==> src/rtl/hazard_pkg.sv <==
// Shared constants, FSM state type and forwarding helper for the RV32I hazard unit.
package hazard_pkg;

  localparam logic [1:0] FWD_RF   = 2'b00;
  localparam logic [1:0] FWD_WB   = 2'b01;
  localparam logic [1:0] FWD_MEM  = 2'b10;
  localparam logic [1:0] RES_LOAD = 2'b01;

  typedef enum logic [1:0] {
    IDLE = 2'd0,
    BUSY = 2'd1,
    DONE = 2'd2
  } mc_state_t;

  // MEM wins over WB because it holds the younger value of the same register.
  function automatic logic [1:0] fwdSelect(input logic rsValid,
                                           input logic hitM,
                                           input logic hitW);
    if (rsValid && hitM) return FWD_MEM;
    if (rsValid && hitW) return FWD_WB;
    return FWD_RF;
  endfunction

endpackage

==> src/rtl/hazard_mc_ctrl.sv <==
// Multi-cycle execute controller: holds the EX instruction for MC_CYCLES cycles.
// mcState is exported so checkers can observe the FSM directly.
module hazard_mc_ctrl
  import hazard_pkg::*;
#(
  parameter int MC_CYCLES = 4,
  parameter int CNT_W     = 4
) (
  input  logic      clk,
  input  logic      reset,
  input  logic      McStartE,
  input  logic      PCSrcE,
  output logic      mcStall,
  output logic      McBusy,
  output mc_state_t mcState
);

  localparam int              LOAD_VAL = (MC_CYCLES > 1) ? MC_CYCLES - 2 : 0;
  localparam logic [CNT_W-1:0] CNT_LOAD = CNT_W'(LOAD_VAL);
  localparam bit              MC_EN    = (MC_CYCLES > 1);

  mc_state_t        state, stateNext;
  logic [CNT_W-1:0] cnt, cntNext;
  logic             startOk;

  always_ff @(posedge clk or posedge reset) begin
    if (reset) begin
      state <= IDLE;
      cnt   <= '0;
    end else begin
      state <= stateNext;
      cnt   <= cntNext;
    end
  end

  always_comb begin
    stateNext = state;
    cntNext   = cnt;
    startOk   = 1'b0;
    case (state)
      IDLE: begin
        // A taken branch kills the op in E, so it must not start.
        if (McStartE && !PCSrcE && MC_EN) begin
          startOk   = 1'b1;
          cntNext   = CNT_LOAD;
          stateNext = (CNT_LOAD != '0) ? BUSY : DONE;
        end
      end
      BUSY: begin
        cntNext = cnt - CNT_W'(1);
        if (cnt <= CNT_W'(1)) begin
          stateNext = DONE;
          cntNext   = '0;
        end
      end
      DONE: begin
        // The held op leaves E now; its McStartE must not retrigger.
        stateNext = IDLE;
      end
      default: begin
        stateNext = IDLE;
        cntNext   = '0;
      end
    endcase
  end

  assign mcStall = startOk || (state == BUSY);
  assign McBusy  = (state != IDLE);
  assign mcState = state;

endmodule

==> src/rtl/hazard_unit_mc.sv <==
// Hazard unit: load-use stall, branch flush, MEM/WB forwarding and multi-cycle EX hold.
// Define HAZARD_PERF_EN to add the StallCycles/FlushCycles performance counters.
module hazard_unit_mc
  import hazard_pkg::*;
#(
  parameter int NUM_RS    = 2,
  parameter int REG_AW    = 5,
  parameter int MC_CYCLES = 4,
  parameter int CNT_W     = 4
) (
  input  logic                     clk,
  input  logic                     reset,
  input  logic [NUM_RS*REG_AW-1:0] RsD,
  input  logic [NUM_RS*REG_AW-1:0] RsE,
  input  logic [REG_AW-1:0]        RdE,
  input  logic [REG_AW-1:0]        RdM,
  input  logic [REG_AW-1:0]        RdW,
  input  logic                     RegWriteM,
  input  logic                     RegWriteW,
  input  logic [1:0]               ResultSrcE,
  input  logic                     PCSrcE,
  input  logic                     McStartE,
  output logic                     StallF,
  output logic                     StallD,
  output logic                     StallE,
  output logic                     FlushD,
  output logic                     FlushE,
  output logic                     FlushM,
  output logic [NUM_RS*2-1:0]      ForwardE,
  output logic                     McBusy
`ifdef HAZARD_PERF_EN
  ,
  output logic [31:0]              StallCycles,
  output logic [31:0]              FlushCycles
`endif
);

  logic [NUM_RS-1:0] lwHit;
  logic              lwStall;
  logic              mcStall;
  mc_state_t         mcState;

  for (genvar i = 0; i < NUM_RS; i++) begin : g_op
    logic [REG_AW-1:0] rsE;
    logic [REG_AW-1:0] rsD;
    assign rsE = RsE[i*REG_AW +: REG_AW];
    assign rsD = RsD[i*REG_AW +: REG_AW];
    assign ForwardE[i*2 +: 2] = fwdSelect(rsE != '0,
                                          (rsE == RdM) && RegWriteM,
                                          (rsE == RdW) && RegWriteW);
    assign lwHit[i] = (rsD == RdE);
  end

  assign lwStall = (ResultSrcE == RES_LOAD) && (RdE != '0) && (|lwHit);

  hazard_mc_ctrl #(
    .MC_CYCLES(MC_CYCLES),
    .CNT_W    (CNT_W)
  ) u_mc_ctrl (
    .clk     (clk),
    .reset   (reset),
    .McStartE(McStartE),
    .PCSrcE  (PCSrcE),
    .mcStall (mcStall),
    .McBusy  (McBusy),
    .mcState (mcState)
  );

  // Gating with reset makes every stall/flush drop asynchronously on reset.
  assign StallF = !reset && (mcStall || lwStall);
  assign StallD = !reset && (mcStall || lwStall);
  assign StallE = !reset && mcStall;
  assign FlushM = !reset && mcStall;
  assign FlushE = !reset && !mcStall && (lwStall || PCSrcE);
  assign FlushD = !reset && !mcStall && PCSrcE;

  busyHoldsE: assert property (@(posedge clk) disable iff (reset)
                               (mcState == BUSY) |-> mcStall);

`ifdef HAZARD_PERF_EN
  always_ff @(posedge clk or posedge reset) begin
    if (reset) begin
      StallCycles <= '0;
      FlushCycles <= '0;
    end else begin
      if (StallF) StallCycles <= StallCycles + 32'd1;
      if (FlushD || FlushE) FlushCycles <= FlushCycles + 32'd1;
    end
  end
`endif

endmodule
==> config.mk <==
export PLATFORM = sky130hd
export DESIGN_NAME = hazard_unit_mc
export DESIGN_NICKNAME = d
export VERILOG_FILES = /design/src/rtl/hazard_pkg.sv /design/src/rtl/hazard_mc_ctrl.sv /design/src/rtl/hazard_unit_mc.sv
export SDC_FILE = /design/constraint.sdc
export NUM_CORES = 1
export LEC_CHECK = 0
export ABC_AREA = 1
export CAP_MARGIN = 0
export CORE_UTILIZATION = 35
export CTS_BUF_LIST = sky130_fd_sc_hd__clkbuf_2
export CTS_CLUSTER_SIZE = 25
export DETAILED_ROUTE_END_ITERATION = 10
export GPL_TIMING_DRIVEN = 0
export PLACE_DENSITY_LB_ADDON = 0.1
export SETUP_SLACK_MARGIN = 0.3
export SKIP_CTS_REPAIR_TIMING = 1
export SLEW_MARGIN = 20
export SYNTH_ARGS = -nofsm -noshare
export SYNTH_HDL_FRONTEND = slang
export SYNTH_SLANG_ARGS = --single-unit
==> constraint.sdc <==
create_clock -name clk -period 1.4 [get_ports clk]
set_input_delay 0.21 -clock clk [delete_from_list [all_inputs] [get_ports clk]]
set_output_delay 0.21 -clock clk [all_outputs]
set_load 0.05 [all_outputs]
==> results of run 1 <==
==> final timing paths <==
| check | from | endpoint | slack (ps) | cells after the start |
|---|---|---|---|---|
| hold reg to reg | u_mc_ctrl.cnt[3]$_DFFE_PP0P_ | u_mc_ctrl.cnt[3]$_DFFE_PP0P_ | 570 | 2 |
| max in group asynchronous | reset | u_mc_ctrl.mcState[0]$_DFFE_PP0P_ | 1080 | 4 |
| min in group clk | PCSrcE | u_mc_ctrl.mcState[0]$_DFFE_PP0P_ | 480 | 4 |
| setup reg to reg | u_mc_ctrl.cnt[0]$_DFFE_PP0P_ | u_mc_ctrl.cnt[2]$_DFFE_PP0P_ | 130 | 6 |
| setup / recovery | McStartE | StallE | -150 | 7 |
| hold / removal | reset | u_mc_ctrl.mcState[1]$_DFFE_PP0P_ | 190 | 4 |
==> report_power, final <==
group          internal (mW)  switching (mW)  total (mW)
sequential             0.251          0.0683       0.319
combinational          0.624           0.821        1.44
clock                 0.0579          0.0646       0.122
total                  0.933           0.954        1.89
==> cell usage in the layout (no fill, tap or decap), types with 2 or more instances in the layout <==
master,count
ha_2,2
buf_8,9
o21ai_2,3
nand2_4,6
nand4_1,5
dlymetal6s2s_1,22
nor2_2,4
nand2_2,4
buf_6,10
o21ai_0,2
nand3b_1,2
o22ai_2,2
xnor2_1,3
a21oi_1,4
nand3_2,5
clkdlybuf4s50_1,3
xor2_1,5
inv_1,22
nor2_4,4
buf_4,10
nand2_1,37
inv_2,6
o21ai_1,4
nor2_1,17
nand3_1,4
dfrtp_1,5
clkinvlp_4,3
clkbuf_2,13
nor3_2,2
inv_4,2
==> sequential cells by signal, indices dropped and copies added (netlist names) <==
register / flops
u_mc_ctrl.mcState: 2
u_mc_ctrl.cnt: 4
==> critical path, stage by stage <==
cell and delay, ps:
clkdlybuf4s50_1 470, nand3_4 130, nand2_4 70, nand2_4 90
clkinvlp_4 110, buf_8 130, buf_8 140
==> cell families (layout without fill, tap and decap cells) <==
family	Yosys count	after routing	share of synthesized area [%]
DFF	6	6	16.83
adders and majority gates	2	2	2.805
buffers and inverters	35	101	15.57
and+or+nand+nor	94	94	44.46
AOI/OAI and AO/OA	18	18	11.50
xor gates and xnor gates	9	9	8.835
==> cell type report <==
class                      count  area, sq um  area share, %
inverter                      33        140.1          7.713
multi-input combinational    123        792.0          43.60
sequential                     6        151.4          8.333
buffer                         2        30.03          1.653
clock buffer                   3        15.01         0.8264
tap                           28        35.03          1.928
timing repair buffer          63        653.1          35.95
==> stage by stage <==
| step | instance area [sq um] | setup slack, ps | total power [mW] | instances | util (%) |
|---|---|---|---|---|---|
| 2_1_floorplan | 977.2 | 36.61 | 1.061 | 164 | - |
| 3_3_place_gp | 1543 | -1088 | 1.388 | 245 | 67.16 |
| 3_5_place_dp | 1543 | -1124 | 1.418 | 245 | 67.16 |
| 4_1_cts | 1558 | -1128 | 1.543 | 248 | 67.81 |
| 5_1_grt | 1817 | -205.0 | 2.025 | 258 | 79.09 |
| 6_report | 1817 | -153.7 | 1.886 | 258 | 79.09 |
==> layer usage <==
layer / vias to the layer above / track usage, % / wire, um
met5: - / 0 / 0
met4: 0 / 2.632 / 28
met3: 5 / 4.928 / 229
met2: 56 / 38.61 / 1676
met1: 560 / 22.38 / 1267
li1: 641 / - / -
==> run metrics, run 1 <==
status finished with violations; violations in the final reports negative setup slack; area of the die about 0.0028 sq mm; min cycle time layout 1554 ps; # Max-Cap Violations 0; Syn-to-layout area delta 103.6%; CTS tree done; asr flop ratio synth 100.0%; synth unique cells 21; Yosys Warn Count 0; Leakage Power 1.077 nW; final hold vios 0; Synth Net Count 209; GRT Resource Usage Total between 20 and 25%; Fillers 167; DRT iter0 DRCs 29; synthesized cell area 892.1 sq um; GPL Wtd Cong between 0.7 and 0.8; clock slew at reported path FFs approximately 60 ps; synth top area cells nand2_1 (20%), dfrtp_1 (17%), inv_1 (14%); worst setup margin -153.7 ps; I/O pins 54; Worst EP required 1190 ps; largest area contributor in the netlist nand2_1; Worst-Margin Slew 247.8 ps; Max VDD drop 0.001264 V; Clock Skews 8.245 ps; FF+latch count, synth 6; Post-Synthesis Cells 164; worst skew pair latency 230 ps; ys flop type dfrtp_1; vias in the first global route 1107; Final setup viols 6; Setup crit end kind output port; Startpoint Class input port; diode count 0; CTS Root Cell clkbuf_2; initial antenna violation count 0; critical path class in2out; Die W 52.49 um; Cell Pwr Density 1038 mW/mm^2; number of routed nets with antenna violations 0; TNS Setup -699.7 ps; nets 277; clock sinks 6; hold crit path type in2async; Final HPWL DP 2.149 mm; max_slew headroom between 80 and 90%; DR pass1 iterations 4; Post-synth EDFFs 0; Seq/Total Area, Yosys 16.83%; Initial Utilization 38.83%; vias 1262; WL final 3.202 mm; Rows 17; vias per cell 4.891; Clock Path Buffers 2; Slew Viols, Final 0; share of layout cells above drive strength 1 40.43%; hold_ws 193.6 ps; H-tree Lvls 1; drt wl/cell roughly 12 um; total gr overflow 0; Period Utilization, post-route 111.0%; DRC 0; syn_area_per_cell between 5 and 6 sq um; Peak Freq 643.6 MHz; Worst Path Max Fanout 2; Post-synth top cells nand2_1 (47), inv_1 (33), nor2_1 (24), nand3_1 (10), o21ai_0 (8); CP arrival 1340 ps; first-pass GRT wire length 4.174 mm; die height 52.49 um; RSZ-0062 raised after global routing yes; Synth top area share 19.78%; core area about 0.0023 sq mm; count leader, synth nand2_1; number of CTS-inserted buffers 3; largest net degree at the start of global routing 9; PortBufs 53
No activity file was read; power rests on OpenSTA's default activity.
==> run 2, diff against run 1 <==
--- a/config.mk
+++ b/config.mk
@@ -7,7 +7,7 @@
 export LEC_CHECK = 0
 export ABC_AREA = 1
 export CAP_MARGIN = 0
-export CORE_UTILIZATION = 35
+export CORE_UTILIZATION = 38
 export CTS_BUF_LIST = sky130_fd_sc_hd__clkbuf_2
 export CTS_CLUSTER_SIZE = 25
 export DETAILED_ROUTE_END_ITERATION = 10
==> run metrics, run 2 (synthesized netlist as in run 1, its figures left out) <==
Worst path max stage delay 150 ps (-320 ps); WL final 3.135 mm (-2.1%); die height 50.45 um (-3.9%); CTS tree done; Reg area 151.4 sq um (unchanged); Inst Count DP 245 (unchanged); Clock Path Buffers 2 (unchanged); Slew Viols, Final 0 (unchanged); status finished with violations; final hold vios 0 (unchanged); Final Util 81.05% (+2.0 points); CP arrival 1330 ps (about the same); Startpoint Class input port; number of buffers and inverters on the critical path 4 (unchanged); DRC 0 (unchanged); critical path class in2out; clock slew at reported path FFs 70 ps (about the same); TNS Setup -677.2 ps (+22.46 ps); worst skew pair latency 230 ps (about the same); H-tree Lvls 1 (unchanged); DRT iter0 DRCs 34 (+17%); max_slew headroom 82.14% (-1.5 points); Critical Path Slowest Stage Cell dlymetal6s2s_1; Period Utilization, post-route 109.9% (-1.1 points); Worst EP required 1190 ps (about the same); hold crit path type in2async; area of the die 0.002545 sq mm (-7.6%); Die W 50.45 um (-3.9%); worst slack, placed -1098 ps (+25.59 ps); CP startpoint RdE[2]; Worst Path Max Fanout 3 (+1); Final setup viols 6 (unchanged); share of layout cells above drive strength 1 34.80% (-5.6 points); RSZ-0062 raised after global routing yes; crit path cell chain dlymetal6s2s_1 > inv_1 > nand2_1 > nand2_1 > nor2_1 > nand3_1 > nand2_2 > nand3_2 > nand2_4 > buf_8 > buf_8; drt wl/cell 12.29 um (-0.94%); # Max-Cap Violations 0 (unchanged); total power 1.807 mW (-4.2%); vias per cell 4.922 (+0.62%); vias 1255 (-0.55%); largest net degree at the start of global routing 9 (unchanged); hold_ws 96.16 ps (-97.41 ps); CTS Root Cell clkbuf_2; number of routed nets with antenna violations 0 (unchanged); diode count 0 (unchanged); GRT Resource Usage Total 21.82% (+1.7 points); nets 274 (-1.1%); min cycle time layout 1538 ps (-15.64 ps); Multi-input gate area 753.2 sq um (-4.9%); cell family with most CP delay simple AND/OR/NAND/NOR gates; vias in the first global route 1072 (-3.2%); RR Startpoint u_mc_ctrl.cnt[0]$_DFFE_PP0P_; I/O pins 54 (unchanged); Cell Pwr Density 1008 mW/mm^2 (-2.9%); Setup crit end kind output port; initial antenna violation count 0 (unchanged); Rows 17 (unchanged); Syn-to-layout area delta 101.0%; dpl cell area 0.001543 sq mm (unchanged); Finished Layout Cells 255 (-1.2%); Peak Freq 650.2 MHz (+1.0%); DR pass1 iterations 4 (unchanged); clock sinks 6 (unchanged); Initial Utilization 40.33% (+1.5 points); violations in the final reports negative setup slack; commonest non-fill, non-tap cells in the layout nand2_1 (38), dlymetal6s2s_1 (24), inv_1 (23); Clock Skews 18.51 ps (+10.27 ps); Worst-Margin Slew 265.9 ps (+18.08 ps); Leakage Power 1.083 nW (+0.57%); Largest register FFs 4 (unchanged); first-pass GRT wire length 4.291 mm (+2.8%); GPL Wtd Cong 0.8099 (+5.1%); core area 0.002212 sq mm (-3.7%); commonest non-fill, non-tap cell in the layout nand2_1; Biggest register u_mc_ctrl.cnt; total gr overflow 0 (unchanged); Max VDD drop 0.001312 V (+3.8%); Fillers 144 (-14%); Final Cell Area 0.001793 sq mm (-1.3%); PortBufs 53 (unchanged); number of CTS-inserted buffers 3 (unchanged); Final HPWL DP 2.159 mm (+0.44%); worst setup margin -138.0 ps (+15.64 ps)
## run 2: path summary, 6_finish.rpt
path	end	slack, ps	cells after the start
worst max-delay path	StallF	-140	11
worst min-delay path	u_mc_ctrl.mcState[1]$_DFFE_PP0P_	100	3
worst max register to register	u_mc_ctrl.cnt[1]$_DFFE_PP0P_	40	6
worst min register to register	u_mc_ctrl.cnt[3]$_DFFE_PP0P_	540	2
max in group asynchronous	u_mc_ctrl.cnt[3]$_DFFE_PP0P_	1160	3
min in group clk	u_mc_ctrl.mcState[0]$_DFFE_PP0P_	370	3
## run 2: worst reg2reg max path: cells and delay by family, from the launching register on
| kind | cells | cell delay, ps |
|---|---|---|
| fa+ha+maj | 1 | 200 |
| flops | 1 | 420 |
| simple gates | 1 | 110 |
| buf+inv | 2 | 210 |
| compound gates | 2 | 330 |
## run 2: per-layer routing
metal  share of wire (%)  vias to the layer above  wire [um]  track usage (%)
met2                  55                       44       1726            40.44
li1                    -                      637          -                -
met5                   0                        -          0                0
met4                   0                        0          0            4.630
met1                  39                      574       1231            24.86
met3                 5.6                        0        177            5.455
## run 2: layout make-up
class | instances | area share [%]
sequential | 6 | 8.444
inverter | 33 | 8.095
tap | 28 | 1.954
buffer | 2 | 1.675
clock buffer | 3 | 0.8374
multi-input combinational | 123 | 42.01
timing repair buffer | 60 | 36.99
## run 2: power breakdown
| part | leakage [nW] | total (mW) | switching [mW] | internal [mW] |
|---|---|---|---|---|
| sequential | 0.0756 | 0.321 | 0.0699 | 0.251 |
| combinational | 0.995 | 1.36 | 0.768 | 0.594 |
| clock | 0.0125 | 0.124 | 0.0662 | 0.0581 |
==> run 3, diff against run 2 <==
--- a/config.mk
+++ b/config.mk
@@ -7,15 +7,16 @@
 export LEC_CHECK = 0
 export ABC_AREA = 1
 export CAP_MARGIN = 0
-export CORE_UTILIZATION = 38
+export CORE_UTILIZATION = 39
 export CTS_BUF_LIST = sky130_fd_sc_hd__clkbuf_2
 export CTS_CLUSTER_SIZE = 25
 export DETAILED_ROUTE_END_ITERATION = 10
 export GPL_TIMING_DRIVEN = 0
 export PLACE_DENSITY_LB_ADDON = 0.1
-export SETUP_SLACK_MARGIN = 0.3
+export SETUP_SLACK_MARGIN = 0.5
 export SKIP_CTS_REPAIR_TIMING = 1
 export SLEW_MARGIN = 20
 export SYNTH_ARGS = -nofsm -noshare
 export SYNTH_HDL_FRONTEND = slang
+export SYNTH_HIERARCHICAL = 1
 export SYNTH_SLANG_ARGS = --single-unit
==> run metrics, run 3 <==
vias 1273 (+1.4%); Fillers 165 (+15%); worst setup margin -340.7 ps (-202.7 ps); Slew Viols, Final 0 (unchanged); DR pass1 iterations 4 (unchanged); number of routed nets with antenna violations 0 (unchanged); I/O pins 54 (unchanged); Biggest register u_mc_ctrl/cnt; total power 1.882 mW (+4.2%); Yosys Warn Count 6 (+6); CTS tree done; max_slew headroom 82.46% (+0.32 points); Rows 17 (unchanged); vias in the first global route 1130 (+5.4%); Startpoint Class register; drt wl/cell 11.86 um (-3.5%); number of CTS-inserted buffers 3 (unchanged); diode count 0 (unchanged); violations in the final reports negative setup slack; vias per cell 4.877 (-0.90%); final hold vios 0 (unchanged); DRC 0 (unchanged); clock slew at reported path FFs 70 ps (about the same); core area 0.002255 sq mm (+1.9%); Critical Path Slowest Stage Cell dfrtp_1; Max VDD drop 0.001586 V (+21%); DRT iter0 DRCs 25 (-26%); GRT Resource Usage Total 21.29% (-0.53 points); Period Utilization, post-route 124.3% (+14 points); CP arrival 1530 ps (+200 ps); synth top area cells nand2_1 (21%), dfrtp_1 (16%), inv_1 (12%); syn_area_per_cell 5.557 sq um (+2.2%); Synth Net Count 215 (+2.9%); Final Cell Area 0.001812 sq mm (+1.0%); largest area contributor in the netlist nand2_1; area of the die 0.002623 sq mm (+3.1%); Leakage Power 1.009 nW (-6.8%); largest net degree at the start of global routing 7 (-2); ys flop type dfrtp_1; Final setup viols 6 (unchanged); critical path class reg2out; FF+latch count, synth 6 (unchanged); Setup crit end kind output port; clock sinks 6 (unchanged); Final Util 80.36% (-0.70 points); status finished with violations; Reg area 151.4 sq um (unchanged); min cycle time layout 1741 ps (+202.7 ps); total gr overflow 0 (unchanged); Worst-Margin Slew 262.3 ps (-3.561 ps); RSZ-0062 raised after global routing yes; share of layout cells above drive strength 1 41.63% (+6.8 points); PortBufs 53 (unchanged); WL final 3.095 mm (-1.3%); first-pass GRT wire length 4.326 mm (+0.82%); Multi-input gate area 832.0 sq um (+10%); crit path cell chain inv_2 > nor2_4 > inv_1 > nand2_2 > inv_2 > nor2_4 > inv_2 > nand2_8 > clkbuf_4; Die W 51.22 um (+1.5%); Worst Path Max Fanout 4 (+1); Worst path max stage delay 410 ps (+260 ps); Largest register FFs 4 (unchanged); Post-synth top cells nand2_1 (53), inv_1 (30), nor2_1 (20), nand3_1 (7); setup slack, reg-to-reg 250 ps (+210 ps); commonest non-fill, non-tap cell in the layout nand2_1; nets 280 (+2.2%); dpl cell area 0.001613 sq mm (+4.5%); synth unique cells 23 (+9.5%); GPL Wtd Cong 0.8410 (+3.8%); worst skew pair latency 240 ps (about the same); Syn-to-layout area delta 91.79%; Initial Utilization 41.90% (+1.6 points); Worst EP required 1190 ps (about the same); hold crit path type in2async; Final HPWL DP 2.214 mm (+2.5%); Synth top area share 21.06% (+1.3 points); commonest non-fill, non-tap cells in the layout nand2_1 (43), inv_2 (16), inv_1 (16); synthesized cell area 944.7 sq um (+5.9%); # Max-Cap Violations 0 (unchanged); Peak Freq 574.5 MHz (-12%); CTS Root Cell clkbuf_2; Cell Pwr Density 1039 mW/mm^2 (+3.1%); Post-Synthesis Cells 170 (+3.7%); Clock Skews 10.79 ps (-7.720 ps); count leader, synth nand2_1; initial antenna violation count 0 (unchanged); Clock Path Buffers 2 (unchanged); H-tree Lvls 1 (unchanged); CP most frequent cell inv_2; asr flop ratio synth 100.0% (unchanged); Seq/Total Area, Yosys 15.89% (-0.94 points); die height 51.22 um (+1.5%); Post-synth EDFFs 0 (unchanged)
[run 3: worst paths after layout]
| path | from | to | cells after the start |
|---|---|---|---|
| worst max-delay path | u_mc_ctrl/mcState[0]$_DFFE_PP0P_ | StallD | 9 |
| worst min-delay path | reset | u_mc_ctrl/mcState[0]$_DFFE_PP0P_ | 2 |
| worst max register to register | u_mc_ctrl/cnt[0]$_DFFE_PP0P_ | u_mc_ctrl/mcState[0]$_DFFE_PP0P_ | 7 |
| worst min register to register | u_mc_ctrl/cnt[3]$_DFFE_PP0P_ | u_mc_ctrl/cnt[3]$_DFFE_PP0P_ | 2 |
| max in group asynchronous | reset | u_mc_ctrl/cnt[0]$_DFFE_PP0P_ | 2 |
| min in group clk | u_mc_ctrl/cnt[3]$_DFFE_PP0P_ | u_mc_ctrl/cnt[3]$_DFFE_PP0P_ | 2 |
[run 3: critical path, delay by kind of cell, from the launching register on]
family | cells | cell delay [ps]
DFF | 1 | 410
buffers and inverters | 5 | 500
and+or+nand+nor | 4 | 390
[run 3: kinds of logic (layout without fill, tap and decap cells)]
| family | Yosys count | in the layout | share of synthesized area (%) |
|---|---|---|---|
| adders and majority gates | 2 | 2 | 2.649 |
| DFF | 6 | 6 | 15.89 |
| buffers and inverters | 37 | 100 | 15.50 |
| AOI/OAI and AO/OA | 14 | 14 | 8.742 |
| xor gates and xnor gates | 12 | 12 | 11.13 |
| and+or+nand+nor | 99 | 99 | 46.09 |
[run 3: per-stage QoR]
step	worst slack, ps	setup TNS [ps]	cells	hold slack [ps]
floorplan	-310.2	-640.5	170	0.9591
detailed placement	-1182	-9833	251	505.0
finish	-340.7	-1772	261	387.8
global route	-449.0	-2378	261	407.9
CTS	-1187	-10240	254	344.2
global placement	-1135	-9562	251	498.9
[run 3: report_power, final]
part	internal, mW	leakage [nW]	total, mW	switching (mW)
sequential	0.245	0.0763	0.329	0.0841
clock	0.0582	0.0125	0.130	0.0714
combinational	0.606	0.920	1.42	0.818
[run 3: cell type report]
cell class	count	area share, %
Timing Repair Buffer	60	33.70
Inverter	35	8.011
Multi-Input combinational cell	127	45.93
Clock buffer	3	0.8287
Sequential cell	6	8.356
Tap cell	28	1.934
Buffer	2	1.243
[run 3: routing by layer]
| metal | vias up | global-route usage (%) | wire length (um) | part of all wire, % |
|---|---|---|---|---|
| met2 | 50 | 41.67 | 1647 | 53 |
| met4 | 0 | 6.757 | 42 | 1.4 |
| met1 | 578 | 23.78 | 1246 | 40 |
| met3 | 4 | 1.786 | 158 | 5.1 |
| met5 | - | 0 | 0 | 0 |
| li1 | 641 | - | - | - |
